<file path="src/rtl/floating_point_sqrt_scheduler_pkg.sv">
// Shared floating-point types plus the scheduler's state and port-index types.
package floating_point_sqrt_scheduler_pkg;

    // IEEE-754 single-precision bit pattern
    typedef logic [31:0] float32_t;

    // Guard/round/sticky bits reported by the square-root unit
    typedef logic [2:0] round_bits_t;

    // Index of one of the two request ports
    typedef logic port_idx_t;

    // Scheduler states; one square-root operation in flight at most
    typedef enum logic [2:0] {
        S_IDLE  = 3'd0,
        S_ISSUE = 3'd1,
        S_WAIT  = 3'd2,
        S_HOLD  = 3'd3,
        S_DRAIN = 3'd4
    } sched_state_e;

endpackage

</file>
<file path="src/rtl/round_robin_arbiter_2.sv">
// Two-requester round-robin arbiter: a one-bit pointer names the preferred
// port, and after every grant the pointer moves to the port that lost.
module round_robin_arbiter_2
    import floating_point_sqrt_scheduler_pkg::*;
(
    input  logic       clk_i,
    input  logic       rst_i,
    input  logic [1:0] req_i,
    input  logic       advance_i,
    output logic [1:0] grant_o,
    output port_idx_t  grant_idx_o
);

    port_idx_t prio_q;

    // Preferred port wins a tie; a lone requester always wins
    always_comb begin
        grant_o     = 2'b00;
        grant_idx_o = prio_q;
        if (req_i[prio_q]) begin
            grant_idx_o     = prio_q;
            grant_o[prio_q] = 1'b1;
        end else if (req_i[~prio_q]) begin
            grant_idx_o      = ~prio_q;
            grant_o[~prio_q] = 1'b1;
        end
    end

    // Pointer moves to the non-granted port once a grant is consumed
    always_ff @(posedge clk_i) begin
        if (rst_i) begin
            prio_q <= 1'b0;
        end else if (advance_i) begin
            prio_q <= ~grant_idx_o;
        end
    end

endmodule

</file>
<file path="src/rtl/floating_point_sqrt_scheduler.sv">
// Shares one external square-root unit between two request ports. A request
// is latched, issued for one cycle, its result captured and held until
// writeback takes it. Flush abandons the operation; a result already issued
// to the unit is drained and discarded so it cannot be misattributed.
module floating_point_sqrt_scheduler
    import floating_point_sqrt_scheduler_pkg::*;
#(
    parameter int unsigned TAG_WIDTH = 6
) (
    input  logic                      clk_i,
    input  logic                      rst_i,
    input  logic                      clk_en_i,
    input  logic                      flush_i,
    input  logic [1:0]                req_valid_i,
    output logic [1:0]                req_ready_o,
    input  float32_t [1:0]            req_operand_i,
    input  logic [1:0][TAG_WIDTH-1:0] req_tag_i,
    output logic                      sqrt_valid_o,
    output float32_t                  sqrt_operand_o,
    input  logic                      sqrt_valid_i,
    input  float32_t                  sqrt_result_i,
    input  logic                      sqrt_invalid_i,
    input  logic                      sqrt_inexact_i,
    input  round_bits_t               sqrt_round_bits_i,
    output logic                      res_valid_o,
    input  logic                      res_ready_i,
    output float32_t                  res_result_o,
    output logic                      res_invalid_o,
    output logic                      res_inexact_o,
    output round_bits_t               res_round_bits_o,
    output logic [TAG_WIDTH-1:0]      res_tag_o,
    output port_idx_t                 res_port_o,
    output logic                      busy_o
);

    sched_state_e         state_q;
    float32_t             operand_q;
    logic [TAG_WIDTH-1:0] tag_q;
    port_idx_t            port_q;
    logic                 res_valid_q;
    float32_t             res_result_q;
    logic                 res_invalid_q;
    logic                 res_inexact_q;
    round_bits_t          res_round_bits_q;

    logic [1:0] grant;
    port_idx_t  grant_idx;
    logic       grant_en;
    logic       accept;

    round_robin_arbiter_2 u_arb (
        .clk_i       (clk_i),
        .rst_i       (rst_i),
        .req_i       (req_valid_i),
        .advance_i   (accept),
        .grant_o     (grant),
        .grant_idx_o (grant_idx)
    );

    // Grants are offered only while idle, enabled and not being flushed
    assign grant_en    = (state_q == S_IDLE) && clk_en_i && !flush_i;
    assign req_ready_o = grant & {2{grant_en}};
    assign accept      = |(req_ready_o & req_valid_i);

    assign sqrt_valid_o     = (state_q == S_ISSUE) && clk_en_i;
    assign sqrt_operand_o   = operand_q;
    assign res_valid_o      = res_valid_q;
    assign res_result_o     = res_result_q;
    assign res_invalid_o    = res_invalid_q;
    assign res_inexact_o    = res_inexact_q;
    assign res_round_bits_o = res_round_bits_q;
    assign res_tag_o        = tag_q;
    assign res_port_o       = port_q;
    assign busy_o           = (state_q != S_IDLE);

    // Scheduler FSM with the request and result holding registers
    always_ff @(posedge clk_i) begin
        if (rst_i) begin
            state_q          <= S_IDLE;
            operand_q        <= '0;
            tag_q            <= '0;
            port_q           <= 1'b0;
            res_valid_q      <= 1'b0;
            res_result_q     <= '0;
            res_invalid_q    <= 1'b0;
            res_inexact_q    <= 1'b0;
            res_round_bits_q <= '0;
        end else if (clk_en_i) begin
            case (state_q)
                S_IDLE: begin
                    if (accept) begin
                        operand_q <= req_operand_i[grant_idx];
                        tag_q     <= req_tag_i[grant_idx];
                        port_q    <= grant_idx;
                        state_q   <= S_ISSUE;
                    end
                end
                S_ISSUE: begin
                    // The issue strobe is out this cycle either way, so a
                    // flush must still wait for the unit to answer.
                    state_q <= flush_i ? S_DRAIN : S_WAIT;
                end
                S_WAIT: begin
                    if (flush_i) begin
                        state_q <= sqrt_valid_i ? S_IDLE : S_DRAIN;
                    end else if (sqrt_valid_i) begin
                        res_result_q     <= sqrt_result_i;
                        res_invalid_q    <= sqrt_invalid_i;
                        res_inexact_q    <= sqrt_inexact_i;
                        res_round_bits_q <= sqrt_round_bits_i;
                        res_valid_q      <= 1'b1;
                        state_q          <= S_HOLD;
                    end
                end
                S_HOLD: begin
                    if (flush_i || res_ready_i) begin
                        res_valid_q <= 1'b0;
                        state_q     <= S_IDLE;
                    end
                end
                S_DRAIN: begin
                    if (sqrt_valid_i) begin
                        state_q <= S_IDLE;
                    end
                end
                default: begin
                    state_q <= S_IDLE;
                end
            endcase
        end
    end

endmodule

</file>
<file path="config.mk">
export PLATFORM = sky130hd
export DESIGN_NAME = floating_point_sqrt_scheduler
export DESIGN_NICKNAME = d
export VERILOG_FILES = /design/src/rtl/floating_point_sqrt_scheduler_pkg.sv /design/src/rtl/round_robin_arbiter_2.sv /design/src/rtl/floating_point_sqrt_scheduler.sv
export SDC_FILE = /design/constraint.sdc
export NUM_CORES = 1
export LEC_CHECK = 0
export ABC_AREA = 1
export CORE_MARGIN = 3
export CORE_UTILIZATION = 35
export CTS_CLUSTER_SIZE = 20
export DETAILED_ROUTE_END_ITERATION = 8
export MAX_ROUTING_LAYER = met4
export PLACE_DENSITY = 0.77
export SYNTH_ARGS = -nofsm -noshare
export SYNTH_HDL_FRONTEND = slang
export SYNTH_SLANG_ARGS = --single-unit
</file>
<file path="constraint.sdc">
create_clock -name clk_i -period 1.6 [get_ports clk_i]
set_input_delay 0.24 -clock clk_i [delete_from_list [all_inputs] [get_ports clk_i]]
set_output_delay 0.24 -clock clk_i [all_outputs]
set_load 0.02 [all_outputs]
</file>
After elaboration in Yosys (flattened, before gate mapping)
Index checks and enable logic that the tools add are counted.

word-level totals
  register bits = 81
  latch bits = 0
  RAM bits = 0
  memory bits (read-only) = 0
  bits of input ports = 121
  output and inout bits = 81
  logic and storage cells = 73
  memories = 0

cells by class
  add/sub/neg operators = 0
  multipliers = 0
  div/mod/pow operators = 0
  magnitude comparators = 5
  equal/unequal tests = 10
  shifts and indexed selects = 0
  multiplexer cells = 28
  bitwise operators = 5
  reduce and logical (&&, ||, !) cells = 15

operator list
  operator              count
  $mux W32              2
  $mux W3               7
  $pmux W3 S5           1
  $mux W6               2
  $mux W1               11
  $ne A2 B2 Y1 const B  5
  $reduce_and A5 Y1     2
  $eq A3 B2 Y1 const B  2
  $lt A1 B2 Y1 const B  3
  $logic_and A1 B1 Y1   5
  $and A2 B2 Y2         2
  $mux W2               2
  $reduce_and A4 Y1     1
  $eq A3 B1 Y1 const B  1
  $eq A3 B3 Y1 const B  1
  $logic_not A3 Y1      1
  $ne A3 B3 Y1 const B  1
  $not A1 Y1            3
  $reduce_and A3 Y1     1
  $reduce_bool A3 Y1    1
  $demux W1 S1          2
  $ge A1 B1 Y1 const B  2
  $pmux W1 S2           1
  $reduce_bool A2 Y1    1
  3 further kinds       3

Depth between registers and ports, before layout
Gate-level depths: netlist of the first run.

  depth in word-level cells = 12
  mapped depth = 15
  depth with buffers taken out = 13

Modules after synthesis
From an unflattened synthesis of the first run, not the netlist that was laid out.

second synthesis, totals
  cells, all modules = 409
  area total of the unflattened synthesis = 3,528.4 um^2

by module, submodules not included
  module                         instances  cells each  area an instance (um^2)  sequential area each (um^2)
  floating_point_sqrt_scheduler  1          389         3,420.8                  1,601.5
  round_robin_arbiter_2          1          20          107.6                    20.0

Least setup slack after synthesis of the first run
OpenSTA, ideal clock, no wires.

  kind = flip-flop to flip-flop
  start point = register u_arb.prio_q
  end point = register operand_q[13] (netlist: sqrt_operand_o[13])
  setup time = 0.116 ns
  data arrival time = 1.491 ns
  data required time = 1.484 ns
  slack = -0.007 ns
  stages on the path, launching flop included = 15
  buffers on the path = 2
  period minus slack after synthesis = 1.607 ns
  path through = dfxtp_1 -> inv_2 -> o21ai_0 -> ha_1 -> inv_1 -> nand2_1 -> nand2_1 -> inv_1 -> nand3_2 -> nand2_2 -> inv_2 -> buf_6 -> buf_6 -> nor2_2 -> nor2_1

between the ends
  word-level cells in the longest chain between the ends = 11
  elaborated cells on any way between the ends = 25
  classes of those cells = order compare: 4; mux: 14; bitwise: 3; reduce/logical: 4

ends and longest elaborated chain
  what                                                                RTL line                                                  text
  start, declared                                                     round_robin_arbiter_2.sv:14                               port_idx_t prio_q;
  start signal, assigned                                              round_robin_arbiter_2.sv:34                               prio_q <= ~grant_idx_o;
  $not A1 Y1                                                          round_robin_arbiter_2.sv:24, round_robin_arbiter_2.sv:25
  $lt A1 B2 Y1 (implied by the code) or $ge A1 B1 Y1 (tied branches)  round_robin_arbiter_2.sv:25                               grant_o[~prio_q] = 1'b1;
  $logic_and A1 B1 Y1 (implied by the code)                           round_robin_arbiter_2.sv:25
  $mux W1 (implied by the code)                                       round_robin_arbiter_2.sv:25
  $demux W1 S1                                                        --
  $mux W2                                                             round_robin_arbiter_2.sv:23                               end else if (req_i[~prio_q]) begin
  $mux W2                                                             round_robin_arbiter_2.sv:20                               if (req_i[prio_q]) begin
  $and A2 B2 Y2                                                       floating_point_sqrt_scheduler.sv:62                       assign req_ready_o = grant & {2{grant_en}};
  $and A2 B2 Y2                                                       floating_point_sqrt_scheduler.sv:63                       assign accept = |(req_ready_o & req_valid_i);
  $reduce_or A2 Y1                                                    floating_point_sqrt_scheduler.sv:63
  $reduce_and A3 Y1 (no line)                                         --
  end signal, assigned                                                floating_point_sqrt_scheduler.sv:92                       operand_q <= req_operand_i[grant_idx];
  end, declared                                                       floating_point_sqrt_scheduler.sv:37                       float32_t operand_q;

Parallel ways exist; a longest one is shown, timed or not. The select of a mux whose other input is x is not followed.
A chain may end at the register's enable or synchronous reset.

Worst setup path in the final report of the first run
  start point = input port req_valid_i[0]
  end point = output port req_ready_o[1]

between the ends
  word-level cells in the longest chain between the ends = 5
  elaborated cells on any way between the ends = 7
  classes of those cells = mux: 6; bitwise: 1

ends and longest elaborated chain
  what                                         RTL line                             text
  start, declared                              floating_point_sqrt_scheduler.sv:14  input logic [1:0] req_valid_i,
  $mux W1 (implied by the code) (2 in series)  round_robin_arbiter_2.sv:23
  $mux W2                                      round_robin_arbiter_2.sv:23
  $mux W2 (*)                                  round_robin_arbiter_2.sv:20
  $and A2 B2 Y2 (*)                            floating_point_sqrt_scheduler.sv:62
  end, declared                                floating_point_sqrt_scheduler.sv:15  output logic [1:0] req_ready_o,

Mark *: on every way between the ends. The rest lies on a longest branch, timed or not. The select of a mux whose other input is x is not followed.

==> flow_summary_export.csv, run 1 <==
group,metric,value,unit
synthesis,synth_area_leaders,"dfxtp_1, nor2_1, o21ai_0, nand2_1, nand3_1",
clock_network,clk_latency,340,ps
cells_and_area,finish.utilization,67.8,%
sta,clock.fmax,564,MHz
synthesis,synth.mux.area_fraction,0,%
sta,setup_ws,-172,ps
synthesis,synth-compound-area-share,12.4,%
synthesis,synthDistinctLibCells,23,
run_status,status,"complete, but fails checks",
synthesis,synth_warnings,0,
sta,rsz0062_at_grt,"yes",
floorplan,start_util,36.4,%
cells_and_area,antenna_cells,0,
route,wl_per_cell,16.0,um
synthesis,synth_top_family_by_area,"simple AND/OR/NAND/NOR gates",
global_routing,globalRoute.totalOverflow,0,
route,antenna_left,0,
sta,finalHoldViolCount,0,
sta,clock-skew-final,10.1,ps
hold_path,hp-start,"sqrt_result_i[9]",
job,drv_cap,0,
setup_path,worst_setup_path_end_kind,"output pin",
route,drt-pass1-iter-count,4,
clock_network,cts_tree,"done",
floorplan,die_area,11500,um2
synthesis,synth_xor_area_share,0,%
setup_path,crit_fanout,2,
synthesis,yosysSeqAreaShare,45.2,%
global_routing,grt_pass1_vias,4049,
clock_network,clock-sinks,81,
synthesis,synth.largest_area_cell,"dfxtp_1",
setup_path,rr_endpoint,"sqrt_operand_o[0]",
setup_path,reg2reg_setup_slack,-100,ps
place,place_ws,-601,ps
hold_path,whs_endpoint,"res_result_o[9]",
synthesis,synthSimpleGateAreaFrac,35.8,%
setup_path,crit_arrival,1530,ps
sta,fin_crit_sh,111,%
global_routing,grtUsageTotal,21.9,%
power,total_power,5.99,mW
route,vias_per_cell,4.92,
cells_and_area,n_fill_cell,781,
cells_and_area,final_layout_size_suffix_gt1_share,21.0,%
hold_path,hold_class,"in2reg",
cells_and_area,design_area,6690,um2
floorplan,core,9860,um2
floorplan,fp.dieW,107,um
cells_and_area,synthToLayoutAreaGrowth,86.4,%
synthesis,syn_area,3590,um2
sta,slew_headroom,76.6,%
synthesis,syn_avg_cell_area,6.84,um2
cells_and_area,nets,869,
floorplan,fp.dieH,107,um
floorplan,num_rows,36,
route,drt-total-wl,14100,um
place,hpwl,9230,um
synthesis,synth_top_cell_area_share,45.2,%
setup_path,timing.rr.start,"u_arb.prio_q",
place,io_buffers,201,
sta,drv_slew,0,
setup_path,critPathKind,"in2out",
sta,worstMarginPinSlew,351,ps
clock_network,root_buffer,"clkbuf_8",
route,route.detailed.drc,0,
floorplan,ios,202,
sta,period_minus_slack,1770,ps
power,power_density,895,nW/um2
setup_path,r2r_cells,11,
clock_network,cts-buffers-inserted,9,
place,place_congestion,0.890,
synthesis,syn_inst,525,
cells_and_area,seq_area,1630,um2
hold_path,min_path_cells,3,
setup_path,startpoint,"req_valid_i[0]",
power,power_leakage,3.12,nW
synthesis,synth_nets,647,
synthesis,ys_ff_latch,81,
clock_network,htree_levels,3,
clock_network,clock_path_buffers,2,
place,placed_cell_area,5900,um2
global_routing,grt_pass1_wl,19900,um
sta,setup_viol,42,
setup_path,cp.required,1360,ps
setup_path,cp-start-kind,"input pin",
route,vias,4347,
power,vdd_drop_max,0.442,mV
synthesis,synth-adder-area-share,0.349,%
global_routing,antenna_found_initial,0,
route,first_iter_violations,315,
global_routing,grt_max_degree,62,
run_status,violations,"setup timing",
cells_and_area,multi_input_area,1990,um2
sta,setup_tns,-3720,ps
clock_network,path_clk_slew,80,ps
==> repair_timing <==
item / in CTS / in global routing
setup endpoints to repair: 44 / 74
setup buffers: 0 / 1
cloned: 0 / 10
hold buffers: 0 / 0
resized for setup: 28 / 140
endpoints found under the hold margin: 0 / 0
pin swaps: 2 / 19
==> through the flow <==
step,hold WS [ps],std cells
2_1_floorplan,309,525
3_3_place_gp,478,858
3_5_place_dp,494,858
4_1_cts,461,873
5_1_grt,482,884
6_report,478,884
==> worst max-delay path, cell delays in order <==
cell and delay (ps):
clkdlybuf4s50_1 470, inv_1 70, o21ai_1 130, ha_1 150
inv_1 40, nand2_1 80, nand2_2 70, nor3_2 120
buf_4 170
==> registers in the layout, indices dropped and copies added (netlist names) <==
| name | count |
|---|---|
| res_invalid_o | 1 |
| res_inexact_o | 1 |
| u_arb.prio_q | 1 |
| res_round_bits_o | 3 |
| sqrt_operand_o | 32 |
| res_port_o | 1 |
| state_q | 3 |
| res_result_o | 32 |
| res_tag_o | 6 |
| res_valid_o | 1 |
==> cell usage in the layout (no fill, tap or decap), drive strengths merged <==
cell type,instances
a21oi,8
buf,41
bufinv,1
clkbuf,20
clkdlybuf4s50,183
clkinv,2
dfxtp,81
dlymetal6s2s,14
ha,1
inv,14
nand2,95
nand3,46
nor2,163
nor3,1
nor4,1
o211a,1
o21ai,79
==> synth_stat cells <==
cell type / instances
buf_6: 2
buf_1: 1
inv_1: 9
o21ai_0: 70
nor2_4: 2
nand2_4: 1
nor4_4: 1
nand2_2: 3
nand2_1: 91
nand3_2: 1
o211a_1: 1
nor2_2: 10
ha_1: 1
buf_2: 12
clkbuf_1: 17
o21ai_1: 9
nand3_1: 45
buf_4: 3
inv_2: 5
a21oi_1: 8
nor2_1: 151
nor3_1: 1
dfxtp_1: 81
==> how the worst max path moves through the flow <==
stage | end | depth (start not counted) | slack (ps)
floorplan | sqrt_operand_o[13] | 14 | 30
global placement | req_ready_o[1] | 9 | -580
detailed placement | req_ready_o[1] | 9 | -600
CTS | req_ready_o[1] | 9 | -160
global route | req_ready_o[1] | 9 | -240
finish | req_ready_o[1] | 9 | -170
==> final cells by class <==
class	instances	share of cell area [%]
clock buffer	12	2.32
clock inverter	3	0.598
inverter	14	0.898
multi-input combinational	395	29.7
sequential	81	24.3
tap	133	2.49
timing repair buffer	246	39.6
==> power by group <==
group / internal [mW] / switching, mW / leakage (nW) / total (mW)
logic: 1.09 / 1.14 / 2.36 / 2.23
clock network: 0.795 / 0.714 / 0.102 / 1.51
registers: 2.17 / 0.0870 / 0.660 / 2.25
total: 4.05 / 1.94 / 3.12 / 5.99
==> logic make-up (layout without fill, tap and decap cells) <==
logic type | after synthesis | count (layout)
AOI/OAI and AO/OA | 88 | 88
adders and majority gates | 1 | 1
buffers and inverters | 49 | 275
DFF | 81 | 81
and+or+nand+nor | 306 | 306
==> layer usage <==
| layer | up-vias | wire (um) | GRT usage [%] |
|---|---|---|---|
| met3 | 17 | 966 | 5.34 |
| met2 | 171 | 7250 | 37.1 |
| met4 | 0 | 227 | 6.94 |
| met5 | - | 0 | - |
| met1 | 2036 | 5680 | 25.5 |
| li1 | 2123 | - | - |
(Power assumes the default switching activity.)
==> run 2: changes to the inputs <==
Settings changed: GPL_ROUTABILITY_DRIVEN set to 0, PLACE_DENSITY 0.77 to 0.79, REMOVE_ABC_BUFFERS set to 1.
==> run 2 against run 1 <==
  * The run still ends with setup timing left
  * Sequential cell count is the same
  * Non-clock buffer count shrank 5
  * Wire length shrank 7.5%
  * Clock power is 5% lower
  * Utilization decreased by 0.41 points
  * Hold slack lost 7.0 ps
  * Largest cell class unchanged
  * Highest routed layer unchanged
==> flow_summary_export.csv, run 2 (same netlist as run 1, synthesis figures left out) <==
group,metric,value,unit
clock_network,root_buffer,"clkbuf_8",
place,hpwl,8810,um
place,dp.cells,853,
cells_and_area,antenna_cells,0,
sta,finalHoldViolCount,0,
run_status,status,"complete, but fails checks",
job,drv_cap,0,
sta,slew_headroom,74.6,%
cells_and_area,synthToLayoutAreaGrowth,85.3,%
clock_network,clk_latency,350,ps
cells_and_area,design_area,6650,um2
global_routing,antenna_found_initial,0,
place,io_buffers,201,
clock_network,path_clk_slew,90,ps
route,first_iter_violations,240,
global_routing,grt_pass1_vias,4152,
cells_and_area,finish.utilization,67.4,%
global_routing,globalRoute.totalOverflow,0,
clock_network,cts_tree,"done",
clock_network,htree_levels,3,
power,total_power,5.79,mW
run_status,violations,"setup timing",
setup_path,crit_arrival,2010,ps
sta,period_minus_slack,1750,ps
setup_path,timing.rr.start,"u_arb.prio_q",
clock_network,cts-buffers-inserted,9,
floorplan,ios,202,
route,vias_per_cell,4.82,
setup_path,crit_fanout,8,
route,drt-total-wl,13100,um
cells_and_area,final_cell_mix,"clkdlybuf4s50_1, nor2_1, nand2_1",
power,power_leakage,3.23,nW
clock_network,ctsHoldBuffers,0,
floorplan,die_area,11500,um2
floorplan,core,9860,um2
sta,clock-skew-final,12.6,ps
floorplan,start_util,36.4,%
cells_and_area,nets,864,
setup_path,cp-start-kind,"flop",
place,placed_cell_area,5880,um2
sta,setup_tns,-4710,ps
cells_and_area,final_layout_size_suffix_gt1_share,20.0,%
floorplan,num_rows,36,
sta,setup_viol,44,
route,drt-pass1-iter-count,4,
global_routing,grtUsageTotal,21.8,%
setup_path,startpoint,"u_arb.prio_q",
sta,rsz0062_at_grt,"yes",
power,vdd_drop_max,0.490,mV
sta,setup_ws,-148,ps
floorplan,fp.dieW,107,um
global_routing,grt_max_degree,52,
sta,worstMarginPinSlew,381,ps
route,wl_per_cell,14.9,um
cells_and_area,layoutNonFillerInstCount,879,
route,route.detailed.drc,0,
cells_and_area,final_common_cell,"clkdlybuf4s50_1",
hold_path,hold_class,"in2reg",
power,power_density,871,nW/um2
sta,fin_crit_sh,109,%
route,vias,4237,
setup_path,cp.required,1870,ps
sta,clock.fmax,572,MHz
setup_path,critPathKind,"reg2reg",
hold_path,hp-start,"sqrt_result_i[6]",
global_routing,grt_pass1_wl,19700,um
sta,drv_slew,0,
route,antenna_left,0,
clock_network,clock-sinks,81,
setup_path,worst_setup_path_end_kind,"flop",
floorplan,fp.dieH,107,um
clock_network,clock_path_buffers,2,
==> run 2: critical path: stages, from the launching register on <==
cell	delay, ps
dfxtp_2	360
inv_4	50
o21ai_4	160
ha_4	150
inv_2	30
nand2_2	60
nand2_2	60
buf_6	120
inv_4	40
nand3_4	90
nand2_8	120
buf_6	140
buf_16	140
o21ai_2	50
nor2_1	120
==> run 2: cell type report <==
class | count | area [um2]
Fill cell | 800 | 3210
Timing Repair Buffer | 241 | 2580
Multi-Input combinational cell | 395 | 2020
Sequential cell | 81 | 1630
Tap cell | 133 | 166
Clock buffer | 9 | 124
Inverter | 14 | 72.6
Clock inverter | 6 | 60.1
==> run 2: power by group <==
| part | switching, mW | internal [mW] | leakage, nW |
|---|---|---|---|
| logic | 1.08 | 1.01 | 2.48 |
| clock network | 0.734 | 0.704 | 0.0909 |
| registers | 0.0974 | 2.17 | 0.659 |
| total | 1.91 | 3.88 | 3.23 |
==> run 2: layer usage <==
layer	share of wire, %	track usage, %	wire length, um	vias up
li1	-	-	-	2122
met1	41	25.4	5370	1961
met2	52	38.5	6760	126
met3	4.5	3.96	584	28
met4	2.7	5.66	354	0
met5	0	-	0	-
==> run 2: stage by stage <==
stage / worst slack [ps] / hold WS (ps)
2_1_floorplan: -1090 / 309
3_3_place_gp: -613 / 480
3_5_place_dp: -659 / 488
4_1_cts: -131 / 455
5_1_grt: -269 / 470
6_report: -148 / 472
==> run 2: timing repair <==
item	4_1_cts	5_1_grt
pin swaps	6	16
gates cloned	4	3
setup endpoints to repair	46	58
gates resized for setup	88	101
setup buffers	5	1
==> run 2: final timing paths <==
check,slack (ps),to,cells past startpoint
worst max-delay path,-150,res_tag_o[0],14
worst max register to register,-150,res_tag_o[0],14
worst min register to register,500,sqrt_operand_o[5],2
worst min-delay path,470,res_result_o[6],3
==> RTL edit 1 (config.mk and constraints of run 2) <==
Encoding of `sched_state_e`: now Gray code (3 bits for 5 states).
--- a/src/rtl/floating_point_sqrt_scheduler_pkg.sv
+++ b/src/rtl/floating_point_sqrt_scheduler_pkg.sv
@@ -13,9 +13,9 @@
     // Scheduler states; one square-root operation in flight at most
     typedef enum logic [2:0] {
-        S_IDLE  = 3'd0,
-        S_ISSUE = 3'd1,
-        S_WAIT  = 3'd2,
-        S_HOLD  = 3'd3,
-        S_DRAIN = 3'd4
+        S_IDLE  = 3'b000,
+        S_ISSUE = 3'b001,
+        S_WAIT  = 3'b011,
+        S_HOLD  = 3'b010,
+        S_DRAIN = 3'b110
     } sched_state_e;
 
Function: same outputs for any inputs over 4 cycles, from zero or initial values and one cycle with rst_i high; so few cycles prove little.
==> RTL edit 1 against run 2 <==
- the run still ends with negative setup slack left
- sequential cell count stayed put
- synthesized area is 1.5% higher
- hold slack better by 20 ps
- non-clock buffer count is 2 lower
- cell area is 1.4% higher
- setup slack better by 47 ps
- power is 30% higher
- routed wire length is 2.4% higher
==> RTL edit 1: results (changes against run 2) <==
stage	metric	value	unit	change
critical_path	CP Max Fanout	7		-1
clocking	# H-tree levels	3		unchanged
global_route	vias in the first global route	3965		-4.5%
clocking	clk_lat worst skew	340	ps	
placed_design	Port Buf Inserts	201		unchanged
status	outcome	finished with violations		
timing	worst slew pin tran	335	ps	-46.3 ps
power_and_ir_drop	P_leak	3.13	nW	-3.0%
clocking	Setup Buffers After CTS	0		-5
timing	clk_skew	11.2	ps	-1.47 ps
status	failing checks	negative setup slack		
routing	vias per cell	4.87		+1.1%
finish	nets	863		-0.12%
clocking	Reg clk slew, reported paths	80	ps	
synthesis	Ys Warns	0		unchanged
routing	DRT Wirelength	13.4	mm	+2.4%
critical_path	critical path data arrival time	1930	ps	-80 ps
synthesis	synth top area cells	dfxtp_1, nor2_1, o21ai_0, nand2_1, nand3_1		
clocking	number of buffers created by CTS	9		unchanged
power_and_ir_drop	Peak VDD IR	0.501	mV	+2.3%
routing	Initial DRC Count	292		+22%
clocking	Root Driver	clkbuf_8		
finish	share of layout cells above drive strength 1	18.0	%	-2.0 points
timing	final setup margin	-101	ps	+47.1 ps
global_route	Global Route Usage Sum	20.6	%	-1.1 points
critical_path	CP Capture Type	flip-flop		
min_path	worst hold path class	reg2reg		
timing	Setup-failing EPs final	40		-9.1%
timing	setup_tns	-2870	ps	+1840 ps
critical_path	Crit-path slowest cell	dfxtp_2		
global_route	first-pass GRT wire length	18.7	mm	-5.2%
power_and_ir_drop	Cell Int Power	0.00476	W	+23%
synthesis	Synth top cells by count	nor2_1, nand2_1, dfxtp_1, o21ai_0, nand3_1		
synthesis	sequential-to-total area share from yosys stat	44.5	%	-0.65 points
placed_design	post-DP HPWL	8.86	mm	+0.56%
critical_path	CP peak stage delay	360	ps	about the same
synthesis	Async SR Flop Fraction	0	%	unchanged
finish	diode count	0		unchanged
synthesis	count of cell types in the netlist	23		unchanged
global_route	largest net degree at the start of global routing	64		+23%
## RTL edit 1: cell count changes in the layout (fill, tap and decap cells not counted), moves of 5 or more
cell	delta
a21oi_1	-5
clkbuf_16	+5
nor2_1	-5
nor2_2	-9
nor2_4	+10
o21ai_0	+19
o21ai_2	-20
## RTL edit 1: power by group through the flow
stage               clock (W)  combinational [W]  sequential [W]
floorplan                   0            0.00113         0.00267
global placement            0            0.00270         0.00241
detailed placement          0            0.00275         0.00242
CTS                   0.00172            0.00284         0.00238
global route          0.00181            0.00376         0.00242
finish                0.00168            0.00349         0.00238
## RTL edit 1: worst paths after layout
check / startpoint / end / slack, ps / depth (start not counted)
worst max register to register: u_arb.prio_q$_SDFFE_PP0P_ / sqrt_operand_o[20]$_SDFFE_PP0P_ / -100 / 13
worst min-delay path: res_result_o[17]$_SDFFE_PP0P_ / res_result_o[17]$_SDFFE_PP0P_ / 490 / 2
worst min register to register: res_result_o[17]$_SDFFE_PP0P_ / res_result_o[17]$_SDFFE_PP0P_ / 490 / 2
worst max-delay path: u_arb.prio_q$_SDFFE_PP0P_ / sqrt_operand_o[20]$_SDFFE_PP0P_ / -100 / 13
## RTL edit 1: final cells by class
type | count | area, sq um
clock buffers | 10 | 138
clock inverters | 6 | 90.1
fillers | 805 | 3210
inverters | 15 | 76.3
multi-input cells | 395 | 2070
flip-flops and latches | 81 | 1620
well taps | 133 | 166
repair buffers | 239 | 2580
## RTL edit 1: kinds of logic (layout without fill, tap and decap cells)
kind of cell | count (synthesis) | after routing | synth area share, %
flip-flops | 81 | 81 | 44.5
buffers and inverters | 50 | 270 | 7.11
AND/OR/NAND/NOR | 306 | 306 | 35.9
AO/OA/AOI/OAI | 88 | 88 | 12.1
adder cells (fa/ha/maj) | 1 | 1 | 0.343
## RTL edit 1: per-layer routing
layer	global-route usage, %	vias to the layer above	wire [um]
met3	5.01	19	1040
met1	23.5	1960	5480
met2	35.1	188	6680
li1	-	2117	-
met5	-	-	0
met4	7.66	0	178
## RTL edit 1: metrics by stage
stage / instances / instance area, sq um / setup WS (ps) / utilization [%]
3_3_place_gp: 854 / 5900 / -618 / 59.3
4_1_cts: 871 / 6190 / -150 / 62.2
5_1_grt: 879 / 6740 / -198 / 67.7
6_report: 879 / 6740 / -101 / 67.7
2_1_floorplan: 491 / 3440 / -1090 / -
3_5_place_dp: 854 / 5900 / -650 / 59.3
## RTL edit 1: worst max-delay path: cells and delay by family (launching register included)
kind	cells	cell delay [ps]
simple gates	6	490
buf+inv	5	440
flops	1	360
compound gates	1	160
fa+ha+maj	1	140
## RTL edit 1: timing repair
item	CTS	global route
cloned	1	8
setup endpoints to repair	78	101
resized for setup	35	125
pin swaps	2	13
==> RTL edit 2 (flow settings as in run 2) <==
Made on the original files. The parameter `TAG_WIDTH` goes from 6 to 3.
--- a/src/rtl/floating_point_sqrt_scheduler.sv
+++ b/src/rtl/floating_point_sqrt_scheduler.sv
@@ -6,5 +6,5 @@
     import floating_point_sqrt_scheduler_pkg::*;
 #(
-    parameter int unsigned TAG_WIDTH = 6
+    parameter int unsigned TAG_WIDTH = 3
 ) (
     input  logic                      clk_i,
Ports: changed (resized req_tag_i and res_tag_o); port bits go from 202 to 193. The function was not compared with the original's and may differ.
==> RTL edit 2 against run 2 <==
- the run still ends with negative setup slack left
- sequential cell count is 3 lower
- synthesized area is 6.3% lower
- non-clock buffer count is 2 higher
- setup slack worse by 52 ps
- routed wire length is 2.8% lower
- cell area is 1.3% lower
- via count is 4.2% lower
- hold slack worse by 100 ps
- power is 2.1% lower
- global-route usage is 0.86 points lower
- die area is 6.0% lower
==> RTL edit 2: results (changes against run 2) <==
stage	metric	value	unit	change
power_and_ir_drop	Peak VDD IR	0.426	mV	-13%
finish	nets	839		-2.9%
critical_path	flop-to-flop setup slack	-200	ps	-50 ps
timing	final setup margin	-200	ps	-52.1 ps
routing	total iterations of the first detailed-routing run	5		+1
synthesis	Synth top cells by count	nor2_1, nand2_1, dfxtp_1, o21ai_0		
power_and_ir_drop	Cell Int Power	0.00392	W	+1.1%
global_route	met1 Use GR	23.4	%	-2.1 points
global_route	largest net degree at the start of global routing	46		-12%
clocking	Reg clk slew, reported paths	90	ps	about the same
synthesis	xor-xnor portion of the synthesized cell area	0	%	unchanged
finish	share of layout cells above drive strength 1	21.0	%	+1.0 points
timing	worst slew pin tran	559	ps	+178 ps
critical_path	CP Max Fanout	6		-2
power_and_ir_drop	Comb group	0.00188	W	-10%
finish	fin util	70.7	%	+3.3 points
synthesis	Ys Warns	0		unchanged
placed_design	post-DP HPWL	8.01	mm	-9.1%
global_route	vias in the first global route	4031		-2.9%
global_route	GR Util met2	37.7	%	-0.82 points
synthesis	sequential-to-total area share from yosys stat	46.4	%	+1.3 points
critical_path	critical path data arrival time	2030	ps	+20 ps
routing	WL per Instance	14.8	um	-0.26%
synthesis	adder-cell area share of the yosys netlist	0.372	%	+0.023 points
timing	clk_skew	12.9	ps	+0.295 ps
status	outcome	finished with violations		
synthesis	synth top area cells	dfxtp_1, nor2_1, nand2_1, o21ai_0, o21ai_1		
routing	vias per cell	4.74		-1.7%
synthesis	count of cell types in the netlist	22		-4.3%
status	failing checks	negative setup slack		
routing	Initial DRC Count	189		-21%
global_route	first-pass GRT wire length	18.4	mm	-6.6%
timing	Setup-failing EPs final	37		-16%
power_and_ir_drop	P_leak	3.20	nW	-0.91%
global_route	Global Route Usage Sum	20.9	%	-0.86 points
placed_design	Post-DP Area	5560	sq um	-5.5%
finish	fill cell count	755		-5.6%
clocking	clock buffer depth	2		unchanged
global_route	met3 usage	2.98	%	-0.98 points
power_and_ir_drop	Clk. pwr	0.00165	W	+15%
finish	diode count	0		unchanged
placed_design	Port Buf Inserts	192		-4.5%
synthesis	Synth Area in Compound Gates	12.7	%	+0.31 points
RTL edit 2: final timing paths:
| check | start | to | cells past startpoint |
|---|---|---|---|
| max reg2reg | u_arb.prio_q$_SDFFE_PP0P_ | sqrt_operand_o[28]$_SDFFE_PP0P_ | 15 |
| min reg2reg | state_q[2]$_SDFFE_PP0P_ | state_q[2]$_SDFFE_PP0P_ | 2 |
| max | u_arb.prio_q$_SDFFE_PP0P_ | sqrt_operand_o[28]$_SDFFE_PP0P_ | 15 |
| min | clk_en_i | res_valid_o$_SDFFE_PP0P_ | 4 |
RTL edit 2: per-stage QoR:
step           worst slack, ps  power (W)  setup TNS, ps  hold WS (ps)  cells
6_report                  -200    0.00567          -4320           371    857
5_1_grt                   -295    0.00595          -8280           386    857
3_3_place_gp              -617    0.00357         -31120           471    819
4_1_cts                   -180    0.00542          -4000           460    843
2_1_floorplan             -485    0.00280         -29370           309    469
3_5_place_dp              -668    0.00360         -33960           489    819
RTL edit 2: timing repair:
item,in CTS,in global routing
setup endpoints to repair,50,90
hold endpoints to repair,0,0
buffers inserted,5,7
gates resized for setup,83,97
gates cloned,4,8
pin swaps,16,21
RTL edit 2: area by class of cell:
class,count,area share (%)
tap,129,2.46
inverter,16,1.33
sequential,78,23.9
clock buffer,10,1.94
timing repair buffer,243,40.6
clock inverter,6,1.41
multi-input combinational,375,28.4
RTL edit 2: critical path, stage by stage (launching register included):
cell,delay [ps]
dfxtp_2,330
inv_2,70
nand2_1,50
o21ai_1,90
ha_2,210
inv_2,40
nand2_2,50
nand2_2,60
inv_2,70
nand3_4,70
nand2_4,110
buf_12,130
inv_12,50
clkbuf_16,160
nor2_1,140
nor2_1,70
RTL edit 2: layer usage:
metal  part of all wire [%]  routed length [um]
met5                      0                   0
met4                    2.9                 367
met3                    4.3                 548
met2                     52                6650
met1                     40                5140
